$ cat src/rtl/alu_pkg.sv
// -----------------------------------------------------------------------------
// alu_pkg
// Shared definitions for the alu_flags_pipe block:
//   - alu_op_e     : 3-bit operation code enumeration
//   - alu_flags_t  : flag bundle that travels with every result beat
//   - FLAGS_CLEAR  : all-zero flag bundle used at reset
//   - op_writes_acc: true for ops that update the internal accumulator
// -----------------------------------------------------------------------------
package alu_pkg;

    typedef enum logic [2:0] {
        OP_ADD    = 3'b000,
        OP_SUB    = 3'b001,
        OP_CMP    = 3'b010,
        OP_AND    = 3'b011,
        OP_OR     = 3'b100,
        OP_XOR    = 3'b101,
        OP_ACC    = 3'b110,
        OP_CLRACC = 3'b111
    } alu_op_e;

    typedef struct packed {
        logic equal;
        logic greater;
        logic zero;
        logic carry;
        logic overflow;
    } alu_flags_t;

    localparam alu_flags_t FLAGS_CLEAR = '0;

    function automatic logic op_writes_acc(input alu_op_e op);
        return (op == OP_ACC) || (op == OP_CLRACC);
    endfunction

endpackage

$ cat src/rtl/alu_core.sv
// -----------------------------------------------------------------------------
// alu_core
// Purely combinational ALU datapath. Computes the result and the flag bundle
// for one beat from the operands, the op code and the current accumulator.
// For ACC/CLRACC the result is also the new accumulator value; the caller
// decides when to commit it.
//
// Ports:
//   a_i, b_i   : operands (WIDTH bits)
//   acc_i      : current accumulator value (WIDTH bits)
//   op_i       : operation code (alu_op_e)
//   result_o   : operation result (WIDTH bits)
//   flags_o    : equal/greater/zero/carry/overflow for this beat
// -----------------------------------------------------------------------------
module alu_core
    import alu_pkg::*;
#(
    parameter int WIDTH      = 8,
    parameter bit SIGNED_CMP = 1'b0
) (
    input  logic [WIDTH-1:0] a_i,
    input  logic [WIDTH-1:0] b_i,
    input  logic [WIDTH-1:0] acc_i,
    input  alu_op_e          op_i,
    output logic [WIDTH-1:0] result_o,
    output alu_flags_t       flags_o
);

    // One extra bit on each arithmetic path captures carry-out / borrow.
    logic [WIDTH:0] sum_ab;
    logic [WIDTH:0] diff_ab;
    logic [WIDTH:0] sum_acc;
    logic           greater;

    assign sum_ab  = {1'b0, a_i} + {1'b0, b_i};
    assign diff_ab = {1'b0, a_i} - {1'b0, b_i};
    assign sum_acc = {1'b0, acc_i} + {1'b0, a_i};

    // The compare flavour is fixed at elaboration time.
    if (SIGNED_CMP) begin : g_signed_cmp
        assign greater = $signed(a_i) > $signed(b_i);
    end else begin : g_unsigned_cmp
        assign greater = a_i > b_i;
    end

    always_comb begin
        // NOTE: every output of this block gets a default first so no path
        // through the case statement can leave a value unassigned (no latch).
        result_o         = '0;
        flags_o          = FLAGS_CLEAR;

        case (op_i)
            OP_ADD: begin
                result_o         = sum_ab[WIDTH-1:0];
                flags_o.carry    = sum_ab[WIDTH];
                // Signed overflow: operands share a sign the sum does not.
                flags_o.overflow = (a_i[WIDTH-1] == b_i[WIDTH-1]) &&
                                   (sum_ab[WIDTH-1] != a_i[WIDTH-1]);
            end
            OP_SUB: begin
                result_o         = diff_ab[WIDTH-1:0];
                // Top bit of the widened difference is the borrow (a < b).
                flags_o.carry    = diff_ab[WIDTH];
                // Signed overflow: operand signs differ and the result sign
                // does not follow a.
                flags_o.overflow = (a_i[WIDTH-1] != b_i[WIDTH-1]) &&
                                   (diff_ab[WIDTH-1] != a_i[WIDTH-1]);
            end
            OP_CMP:    result_o = a_i;
            OP_AND:    result_o = a_i & b_i;
            OP_OR:     result_o = a_i | b_i;
            OP_XOR:    result_o = a_i ^ b_i;
            OP_ACC: begin
                // Accumulate reports carry-out only; overflow stays 0.
                result_o      = sum_acc[WIDTH-1:0];
                flags_o.carry = sum_acc[WIDTH];
            end
            OP_CLRACC: result_o = '0;
            default:   result_o = '0;
        endcase

        // Compare flags look at the operands for every op, b included.
        flags_o.equal   = (a_i == b_i);
        flags_o.greater = greater;
        flags_o.zero    = (result_o == '0);
    end

endmodule

$ cat src/rtl/alu_flags_pipe.sv
// -----------------------------------------------------------------------------
// alu_flags_pipe
// Two-stage valid/ready ALU pipeline with flags and an internal accumulator.
//   S1 : captured operands and op code
//   S2 : registered result and flags (drives the outputs)
// A beat accepted in cycle N is presented in cycle N+2 when not stalled; with
// out_ready held high the pipe sustains one beat per cycle. The accumulator
// commits only when an ACC/CLRACC beat moves from S1 into S2.
//
// Ports:
//   clk, rst          : clock, synchronous active-high reset
//   in_valid/in_ready : input handshake
//   a, b, op          : operands and operation code
//   out_valid/out_ready: output handshake
//   result            : operation result
//   equal, greater, zero, carry, overflow : flags of the presented beat
// -----------------------------------------------------------------------------
module alu_flags_pipe
    import alu_pkg::*;
#(
    parameter int WIDTH      = 8,
    parameter bit SIGNED_CMP = 1'b0
) (
    input  logic             clk,
    input  logic             rst,
    input  logic             in_valid,
    output logic             in_ready,
    input  logic [WIDTH-1:0] a,
    input  logic [WIDTH-1:0] b,
    input  logic [2:0]       op,
    output logic             out_valid,
    input  logic             out_ready,
    output logic [WIDTH-1:0] result,
    output logic             equal,
    output logic             greater,
    output logic             zero,
    output logic             carry,
    output logic             overflow
);

    // Stage 1 state
    logic             s1_valid_q, s1_valid_d;
    logic [WIDTH-1:0] s1_a_q,     s1_a_d;
    logic [WIDTH-1:0] s1_b_q,     s1_b_d;
    alu_op_e          s1_op_q,    s1_op_d;

    // Stage 2 state (output register) and accumulator
    logic             out_valid_q, out_valid_d;
    logic [WIDTH-1:0] result_q,    result_d;
    alu_flags_t       flags_q,     flags_d;
    logic [WIDTH-1:0] acc_q,       acc_d;

    logic             s2_advance;
    logic [WIDTH-1:0] core_result;
    alu_flags_t       core_flags;

    alu_core #(
        .WIDTH      (WIDTH),
        .SIGNED_CMP (SIGNED_CMP)
    ) u_core (
        .a_i      (s1_a_q),
        .b_i      (s1_b_q),
        .acc_i    (acc_q),
        .op_i     (s1_op_q),
        .result_o (core_result),
        .flags_o  (core_flags)
    );

    // S2 can take a new beat when it is empty or its beat leaves this cycle;
    // S1 can take one when it is empty or its beat moves on into S2.
    assign s2_advance = !out_valid_q || out_ready;
    assign in_ready   = !s1_valid_q || s2_advance;

    always_comb begin
        s1_valid_d  = s1_valid_q;
        s1_a_d      = s1_a_q;
        s1_b_d      = s1_b_q;
        s1_op_d     = s1_op_q;
        out_valid_d = out_valid_q;
        result_d    = result_q;
        flags_d     = flags_q;
        acc_d       = acc_q;

        if (in_ready) begin
            s1_valid_d = in_valid;
            if (in_valid) begin
                s1_a_d  = a;
                s1_b_d  = b;
                s1_op_d = alu_op_e'(op);
            end
        end

        if (s2_advance) begin
            out_valid_d = s1_valid_q;
            if (s1_valid_q) begin
                result_d = core_result;
                flags_d  = core_flags;
                // Committing here, and only here, makes a stalled ACC beat
                // leave acc untouched and lets back-to-back ACC beats chain.
                if (op_writes_acc(s1_op_q)) begin
                    acc_d = core_result;
                end
            end
        end
    end

    always_ff @(posedge clk) begin
        if (rst) begin
            // NOTE: datapath registers are reset too, not just the valids,
            // because result and flags must read 0 straight out of reset.
            s1_valid_q  <= 1'b0;
            s1_a_q      <= '0;
            s1_b_q      <= '0;
            s1_op_q     <= OP_ADD;
            out_valid_q <= 1'b0;
            result_q    <= '0;
            flags_q     <= FLAGS_CLEAR;
            acc_q       <= '0;
        end else begin
            // NOTE: non-blocking assignments so every register samples the
            // pre-edge values, independent of statement order.
            s1_valid_q  <= s1_valid_d;
            s1_a_q      <= s1_a_d;
            s1_b_q      <= s1_b_d;
            s1_op_q     <= s1_op_d;
            out_valid_q <= out_valid_d;
            result_q    <= result_d;
            flags_q     <= flags_d;
            acc_q       <= acc_d;
        end
    end

    assign out_valid = out_valid_q;
    assign result    = result_q;
    assign equal     = flags_q.equal;
    assign greater   = flags_q.greater;
    assign zero      = flags_q.zero;
    assign carry     = flags_q.carry;
    assign overflow  = flags_q.overflow;

endmodule

$ cat config.mk
export PLATFORM = sky130hd
export DESIGN_NAME = alu_flags_pipe
export DESIGN_NICKNAME = d
export VERILOG_FILES = /design/src/rtl/alu_pkg.sv /design/src/rtl/alu_core.sv /design/src/rtl/alu_flags_pipe.sv
export SDC_FILE = /design/constraint.sdc
export NUM_CORES = 1
export LEC_CHECK = 0
export BUFFER_PORTS_ARGS = -buffer_cell sky130_fd_sc_hd__buf_2
export CORE_ASPECT_RATIO = 1.75
export CORE_MARGIN = 2
export CORE_UTILIZATION = 40
export CTS_BUF_LIST = sky130_fd_sc_hd__clkbuf_16
export CTS_CLUSTER_DIAMETER = 40
export DETAILED_ROUTE_END_ITERATION = 8
export PLACE_DENSITY = 0.59
export SLEW_MARGIN = 20
export SYNTH_ARGS = -nofsm -noshare
export SYNTH_HDL_FRONTEND = slang
export SYNTH_HIERARCHICAL = 1
export SYNTH_SLANG_ARGS = --single-unit
$ cat constraint.sdc
create_clock -name clk -period 4.2 [get_ports clk]
set_input_delay 0.42 -clock clk [delete_from_list [all_inputs] [get_ports clk]]
set_output_delay 0.42 -clock clk [all_outputs]
set_load 0.02 [all_outputs]
==> results of run 1 <==
path summary, 6_finish.rpt:
kind	from	to	slack, ps
worst max-delay path	s1_a_q[4]	zero	1120
worst max register to register	s1_a_q[4]	zero	1120
worst min-delay path	in_valid	s1_valid_q	360
worst min register to register	acc_q[0]	acc_q[0]	480
through the flow:
step | total power, mW | setup slack (ps) | cell area, µm²
CTS | 1.18 | 1170 | 3880
detailed placement | 0.781 | 1180 | 3740
global route | 1.23 | 805 | 3880
global placement | 0.779 | 1220 | 3740
finish | 1.17 | 1120 | 3880
floorplan | 0.697 | 1550 | 3530
registers in the layout, indices dropped and copies added (netlist names), 3 cells and up:
signal	flops
acc_q	8
s1_b_q	8
s1_op_q	3
result	8
s1_a_q	8
critical path, cell delays in order, from the launching register on:
cell and delay [ps]:
dfxtp_1 500, inv_1 80, ha_1 520, nand2b_1 190, a21oi_1 70, nor4_1 360
mux2_2 240, nor2_1 40, o32ai_1 520, and4b_1 270, nand3_1 70, a21oi_1 140
report_power, final:
group	switching (mW)	internal (mW)
Clock	0.173	0.221
Sequential	0.0297	0.418
Combinational	0.190	0.138
cells by family after synthesis:
kind of cell	count (synthesis)	synth area share, %
simple gates	146	23.5
compound gates	113	20.6
buf+inv	59	7.65
flops	42	23.8
fa+ha+maj	35	13.0
mux	32	9.10
xor+xnor	9	2.23
cell type report:
cell class / count / area, µm² / share of cell area [%]
clock inverter: 3 / 18.8 / 0.483
clock buffer: 5 / 125 / 3.22
tap: 117 / 146 / 3.77
sequential: 42 / 841 / 21.6
inverter: 31 / 116 / 3.00
timing repair buffer: 41 / 215 / 5.54
multi-input combinational: 335 / 2420 / 62.4
routing by layer:
layer	vias to the layer above	track usage, %	share of wire [%]
li1	1564	-	-
met1	1460	22.9	37
met2	99	39.0	54
met3	30	2.74	3.4
met4	0	11.4	4.9
met5	-	0	0
synthesized netlist by cell type, types with 3 or more instances:
cell / count / area (µm²)
nand2b_1: 58 / 363
dfxtp_1: 42 / 841
a21oi_1: 36 / 180
ha_1: 32 / 400
mux2i_1: 31 / 310
inv_1: 30 / 113
o21ai_0: 25 / 125
nor2_1: 21 / 78.8
nand3_1: 18 / 90.1
nand2_1: 17 / 63.8
clkbuf_1: 15 / 56.3
xnor2_1: 7 / 61.3
a211oi_1: 6 / 45.0
a21o_1: 6 / 45.0
buf_2: 6 / 30.0
nor2b_1: 5 / 31.3
nor3_1: 4 / 20.0
nor4_1: 4 / 25.0
o211ai_1: 4 / 30.0
o221ai_1: 4 / 35.0
or3_1: 4 / 25.0
a221oi_1: 3 / 26.3
a31oi_1: 3 / 18.8
buf_6: 3 / 33.8
fa_1: 3 / 60.1
o31a_1: 3 / 26.3
==> metrics, run 1 <==
status=finished, final reports clean; total gr overflow=0; Worst-Skew Late Latency=290 ps; clock buffer depth=2; largest net degree at the start of global routing=70; Routability Congestion=1.00; hold path cells=3; deepest level of the CTS H-tree=2; synth warn=6; vias in the first global route=3133; CTS tree=yes; Worst setup SP type=flip-flop; Layout Nets=514; per-cell routed wire length=16.8 µm; Post-Syn Nets=494; DRC violations left=0; worst vdd ir=0.000377 V; Period minus WS final=3080 ps; post-CTS resize count=0; Post-synth EDFFs=0; IO Port Bufs=37; GRT Util Overall=21.4%; starting density of the core=41.0%; Root Buffer Master=clkbuf_16; most common cell after layout, fill and taps aside=nand2b_1; Max FO, Critical Path=11; Worst Tran Pin Value=890 ps; dpl cells=566; WL final=9650 µm; Post-CTS Hold Buffers=0; Sinks on Clock Net=42; share of cells above drive strength 1=13.1%; DP Wirelength=7610 µm; First-pass DRT Iterations=5; Setup Fix Bufs, Post-CTS=0; slew margin rel.=40.6%; FF-to-FF path depth=11; clock slew at the register clock pins of the worst setup and hold paths=60 ps; Synth Instances=436; LEAKAGE=1.63 nW; commonest register cell after synthesis=dfxtp_1; P&R area growth vs syn=9.95%; DRT iter0 DRCs=201; unrepaired setup endpoints after global routing=no; die height=128 µm; Worst Hold Class=in2reg; Setup CP Type=reg2reg; Rows=45; Final Setup Violations=0; Min Hold Slack=357 ps; CP endpoint kind=flip-flop; final core utilization=45.1%; # diodes=0; max-cap violations=0; total number of vias=3153; CP Data Required Time=4410 ps; fin. max-slew vios=0; non-filler instance count after layout=574; Fill cells=861; area of the mapped netlist=0.00353 mm²; power density over the cells=301 mW/mm²; initial antenna violation count=0; setup TNS=0 ps; core footprint=0.00861 mm²; global-route wire length before repair=15700 µm; f_max=324 MHz; synth unique cells=60; Final Skew=3.32 ps; final period utilization=73.4%; share of flip-flops with an asynchronous set or reset=0%; ANT nets after route=0; cts bufs inserted=5; post-DR vias/cell=5.49; Die ar.=0.00963 mm²; die width=75.0 µm; number of placed I/O pins=38; Final Hold Viols=0; commonest cells after routing, fill and taps aside=58 x nand2b_1, 42 x dfxtp_1, 37 x buf_2, 36 x a21oi_1, 32 x ha_1; register area share after synthesis=23.8%; #FFs+latches synth=42; average cell area after synthesis=8.10 µm²; Arr. time, crit path=3300 ps
Power figures use the tool's default switching activity.
==> inputs of run 2 (changes only) <==
PLACE_DENSITY = 0.61   (was 0.59)
clock period = 2.55 ns   (was 4.2 ns; I/O delays follow)
==> metrics, run 2 (same netlist as run 1, synthesis figures left out) <==
status=finished, final reports clean; CP delay by family, top=compound AO/OA/AOI/OAI gates; Routability Congestion=1.04; most common cell after layout, fill and taps aside=buf_4; IO Port Bufs=37; clock share of power=29.4%; Sinks on Clock Net=42; commonest cells after routing, fill and taps aside=75 x buf_4, 57 x nand2b_1, 37 x buf_2, 36 x dfxtp_1, 34 x a21oi_1; total gr overflow=0; Design Power=2.15 mW; cts bufs inserted=5; reg2reg setup slack=10 ps; Fill cells=802; Sw Pwr=0.719 mW; setup TNS=0 ps; CP Data Required Time=2770 ps; busiest grt layer=met2; register area=851 µm²; P&R area growth vs syn=30.5%; share of cells above drive strength 1=30.6%; crit-path cells=inv_1, ha_4, o21bai_4, a21oi_2, buf_4, buf_4, o31ai_4, mux2i_1, o32a_1, nor2_2, and4b_1, nand3_1, a21oi_1; area of the multi-input gates=0.00259 mm²; die height=128 µm; DRT iter0 DRCs=218; # diodes=0; number of placed I/O pins=38; die width=75.0 µm; Worst Hold Class=in2reg; dpl cells=636; Area after DPL=0.00427 mm²; max-cap violations=0; Pint=1.43 mW; combinational share of power=37.2%; Max FO, Critical Path=4; Die ar.=0.00963 mm²; CP bufs+invs=3; met2 Use GR=45.6%; deepest level of the CTS H-tree=2; post-place setup slack=-257 ps; vias in the first global route=3635; Final Cell Area=0.00461 mm²; largest net degree at the start of global routing=42; met1 GRT Util=26.4%; Final Skew=3.33 ps; Final Setup Violations=0; DRC violations left=0; Crit-path slowest cell=o32a_1; final period utilization=99.5%; Rows=45; Worst Tran Pin Value=660 ps; f_max=394 MHz; Crit path largest cell delay=400 ps; power density over the cells=467 mW/mm²; per-cell routed wire length=18.1 µm; GRT Util Overall=25.8%; CP endpoint kind=flip-flop; core footprint=0.00861 mm²; fin worst setup slack=12.1 ps; final core utilization=53.5%; CTS tree=yes; LEAKAGE=2.02 nW; GR Util met3=3.76%; Root Buffer Master=clkbuf_16; starting density of the core=41.0%; ANT nets after route=0; clock buffer depth=2; Worst setup SP type=flip-flop; non-filler instance count after layout=646; First-pass DRT Iterations=4; total number of vias=3487; post-DR vias/cell=5.40; DP Wirelength=9160 µm; Setup CP Type=reg2reg; worst vdd ir=0.000490 V; fin. max-slew vios=0; switch share=33.4%; most frequent cell on the critical path=buf_4; Layout Nets=586; clock slew at the register clock pins of the worst setup and hold paths=60 ps; Post-CTS Hold Buffers=0; Min Hold Slack=180 ps; global-route wire length before repair=18500 µm; WL final=11700 µm; unrepaired setup endpoints after global routing=yes; Arr. time, crit path=2760 ps; Worst-Skew Late Latency=290 ps; Period minus WS final=2540 ps; slew margin rel.=55.9%; Reg power frac=33.4%; initial antenna violation count=0; Final Hold Viols=0
[run 2: changes by cell type in the layout (fill, tap and decap cells not counted), moves of 2 or more]
cell	delta
ha_2	+4
a21oi_2	+2
dfxtp_1	-6
buf_4	+71
nor4_2	+2
a211oi_1	-2
fa_2	+2
dfxtp_2	+5
a21oi_1	-2
nor4_1	-3
fa_1	-2
ha_4	+3
ha_1	-7
[run 2: power groups by stage]
stage	Combinational, mW	Sequential (mW)	Clock (mW)
after floorplan	0.403	0.745	0
after global placement	0.715	0.731	0
after detailed placement	0.715	0.732	0
after CTS	0.767	0.718	0.647
after global routing	0.862	0.723	0.671
final	0.801	0.719	0.632
[run 2: metal layers]
metal / wire length, µm / share of wire (%)
met2: 6200 / 53
met3: 336 / 2.9
met5: 0 / 0
met1: 4270 / 37
met4: 852 / 7.3
[run 2: worst register-to-register path: cells and delay by family, from the launching register on]
family,cells,cell delay [ps]
fa+ha+maj,1,250
mux,1,110
buf+inv,3,360
compound gates,5,1020
flops,1,330
simple gates,3,400
[run 2: final cells by class]
| cell class | count | area share, % |
|---|---|---|
| Clock buffer | 5 | 2.71 |
| Clock inverter | 3 | 0.380 |
| Inverter | 31 | 2.52 |
| Multi-Input combinational cell | 335 | 56.3 |
| Sequential cell | 42 | 18.5 |
| Tap cell | 117 | 3.18 |
| Timing Repair Buffer | 113 | 16.5 |
[run 2: what timing repair did]
| action | CTS | global route |
|---|---|---|
| buffers inserted | 2 | 0 |
| setup endpoints to repair | 8 | 8 |
| pin swaps | 10 | 5 |
| resized for setup | 27 | 13 |
[run 2: final timing paths]
check               end       from  depth (start not counted)
max                zero  s1_b_q[1]                         13
min          s1_valid_q   in_valid                          3
max reg2reg        zero  s1_b_q[1]                         13
min reg2reg   result[5]  result[5]                          2
==> inputs of run 3 (changes only) <==
PLACE_DENSITY = not set   (was 0.61)
SYNTH_HIERARCHICAL = not set   (was 1)
==> metrics, run 3 <==
status=finished, final reports clean; worst reg2reg path startpoint=s1_a_q[0]; worst setup path endpoint=zero; deepest level of the CTS H-tree=2; Routability Congestion=1.03; # diodes=0; max-cap violations=0; fin. max-slew vios=0; DRC violations left=0; power density over the cells=497 mW/mm²; most common cell after layout, fill and taps aside=nand2_1; total number of vias=3360; Final Hold Viols=0; Final Setup Violations=0; Critical Path Start=s1_a_q[0]; Sw Pwr=0.655 mW; First-pass DRT Iterations=4; Setup Fix Bufs, Post-CTS=0; register area share after synthesis=26.1%; CP endpoint kind=flip-flop; die height=123 µm; slew margin rel.=55.3%; Levels on crit path=10; GRT Util Overall=25.0%; starting density of the core=41.0%; Pint=1.29 mW; Post-CTS Hold Buffers=0; commonest cells in the netlist=77 x nand2_1, 52 x a21oi_1, 42 x dfxtp_1; Worst Hold Class=in2reg; final core utilization=49.9%; Arr. time, crit path=2680 ps; core footprint=0.00786 mm²; vias in the first global route=3354; commonest register cell after synthesis=dfxtp_1; CP bufs+invs=2; average cell area after synthesis=7.45 µm²; reg2reg setup slack=70 ps; top-area cell type share of the netlist area=26.1%; Crit-path slowest cell=fa_1; number of placed I/O pins=38; #FFs+latches synth=42; global-route wire length before repair=16800 µm; total gr overflow=0; Post-Syn Nets=490; synth unique cells=62; Synth Instances=432; Layout Nets=554; dpl cells=579; Sinks on Clock Net=42; combinational share of power=29.6%; per-cell routed wire length=17.8 µm; share of cells above drive strength 1=21.9%; Rows=43; CP delay by family, top=compound AO/OA/AOI/OAI gates; Worst setup SP type=flip-flop; area of the mapped netlist=0.00322 mm²; f_max=403 MHz; IO Port Bufs=37; LEAKAGE=1.68 nW; Worst-Skew Late Latency=300 ps; DP Wirelength=8190 µm; share of flip-flops with an asynchronous set or reset=0%; Max FO, Critical Path=4; synth warn=0; WL final=10400 µm; ANT nets after route=0; commonest cells after routing, fill and taps aside=77 x nand2_1, 51 x a21oi_1, 43 x buf_4, 39 x dfxtp_1, 37 x buf_2; clock buffer depth=2; Final Skew=11.2 ps; Post-synth EDFFs=0; unrepaired setup endpoints after global routing=yes; initial antenna violation count=0; switch share=33.6%; clock slew at the register clock pins of the worst setup and hold paths=70 ps; die width=71.8 µm; Reg power frac=36.9%; reg2reg end=zero; cts bufs inserted=5; crit-path cells=inv_1, ha_1, fa_1, buf_4, a211oi_1, o21ai_1, a32oi_2, nand4b_1, nor4_2, a31o_1; Die ar.=0.00881 mm²; Setup CP Type=reg2reg; P&R area growth vs syn=21.8%; DRT iter0 DRCs=167; non-filler instance count after layout=587; Period minus WS final=2480 ps; FF-to-FF path depth=10; clock share of power=33.5%; largest net degree at the start of global routing=43; Crit path largest cell delay=420 ps; worst vdd ir=0.000548 V; Design Power=1.95 mW; most frequent cell after synthesis=nand2_1; top post-synthesis cells by area=dfxtp_1 26%, ha_1 12%, nand2_1 9.0%; Worst Tran Pin Value=670 ps; final period utilization=97.3%; CTS tree=yes; CP Data Required Time=2750 ps; Final Cell Area=0.00392 mm²; Yosys top cell by area=dfxtp_1; Area after DPL=0.00372 mm²; setup TNS=0 ps; post-DR vias/cell=5.72; Root Buffer Master=clkbuf_16
## run 3: changes by cell type in the layout (fill, tap and decap cells not counted), moves of 7 or more
cell | previous run | this run
o21ai_0 | 24 | 17
mux2i_1 | 31 | 3
a21oi_1 | 34 | 51
nand3_1 | 18 | 7
a211oi_1 | 4 | 11
nand2b_1 | 57 | 5
buf_4 | 75 | 43
nand2_1 | 17 | 77
nor2_1 | 20 | 36
## run 3: cells by family after synthesis
logic type	Yosys count	share of synthesized area, %
xor gates and xnor gates	6	1.63
buffers and inverters	52	7.07
adders and majority gates	35	14.3
and+or+nand+nor	166	23.7
DFF	42	26.1
muxes	6	2.33
AOI/OAI and AO/OA	125	24.8
## run 3: cell type report
type	instances	area, µm²
inverter	29	109
multi-input combinational	338	2200
clock buffer	5	125
tap	90	113
fill	818	3940
sequential	42	845
timing repair buffer	80	508
clock inverter	3	16.3
## run 3: timing repair
item / CTS / global route
cloned: 0 / 0
gates resized for setup: 2 / 14
endpoints found under the setup margin: 1 / 9
pin swaps: 0 / 3
## run 3: how the worst min path moves through the flow
stage,startpoint,endpoint,cells past startpoint
floorplan,in_valid,s1_valid_q,2
global placement,greater,greater,2
detailed placement,result[7],result[7],2
CTS,b[3],s1_b_q[3],3
global route,a[5],s1_a_q[5],3
finish,b[3],s1_b_q[3],3
## run 3: layer usage
| layer | vias to the layer above | GRT usage, % | share of wire (%) |
|---|---|---|---|
| met5 | - | 0 | 0 |
| met4 | 0 | 18.4 | 7.8 |
| met3 | 46 | 4.11 | 3.7 |
| met2 | 107 | 44.3 | 51 |
| met1 | 1564 | 26.0 | 37 |
| li1 | 1643 | - | - |
## run 3: worst min-delay path, stage by stage
cell and delay, ps:
buf_2 90, nand2_1 40, a21oi_1 50
## run 3: stage by stage
stage	setup slack [ps]	hold WS (ps)
global route	-67.7	208
floorplan	179	372
global placement	54.1	438
finish	67.9	192
CTS	2.08	191
detailed placement	3.69	443
## run 3: power by group through the flow
| stage | combinational (mW) | sequential (mW) | clock [mW] |
|---|---|---|---|
| 2_1_floorplan | 0.317 | 0.743 | 0 |
| 3_3_place_gp | 0.541 | 0.732 | 0 |
| 3_5_place_dp | 0.547 | 0.734 | 0 |
| 4_1_cts | 0.552 | 0.719 | 0.654 |
| 5_1_grt | 0.629 | 0.724 | 0.683 |
| 6_report | 0.576 | 0.720 | 0.653 |
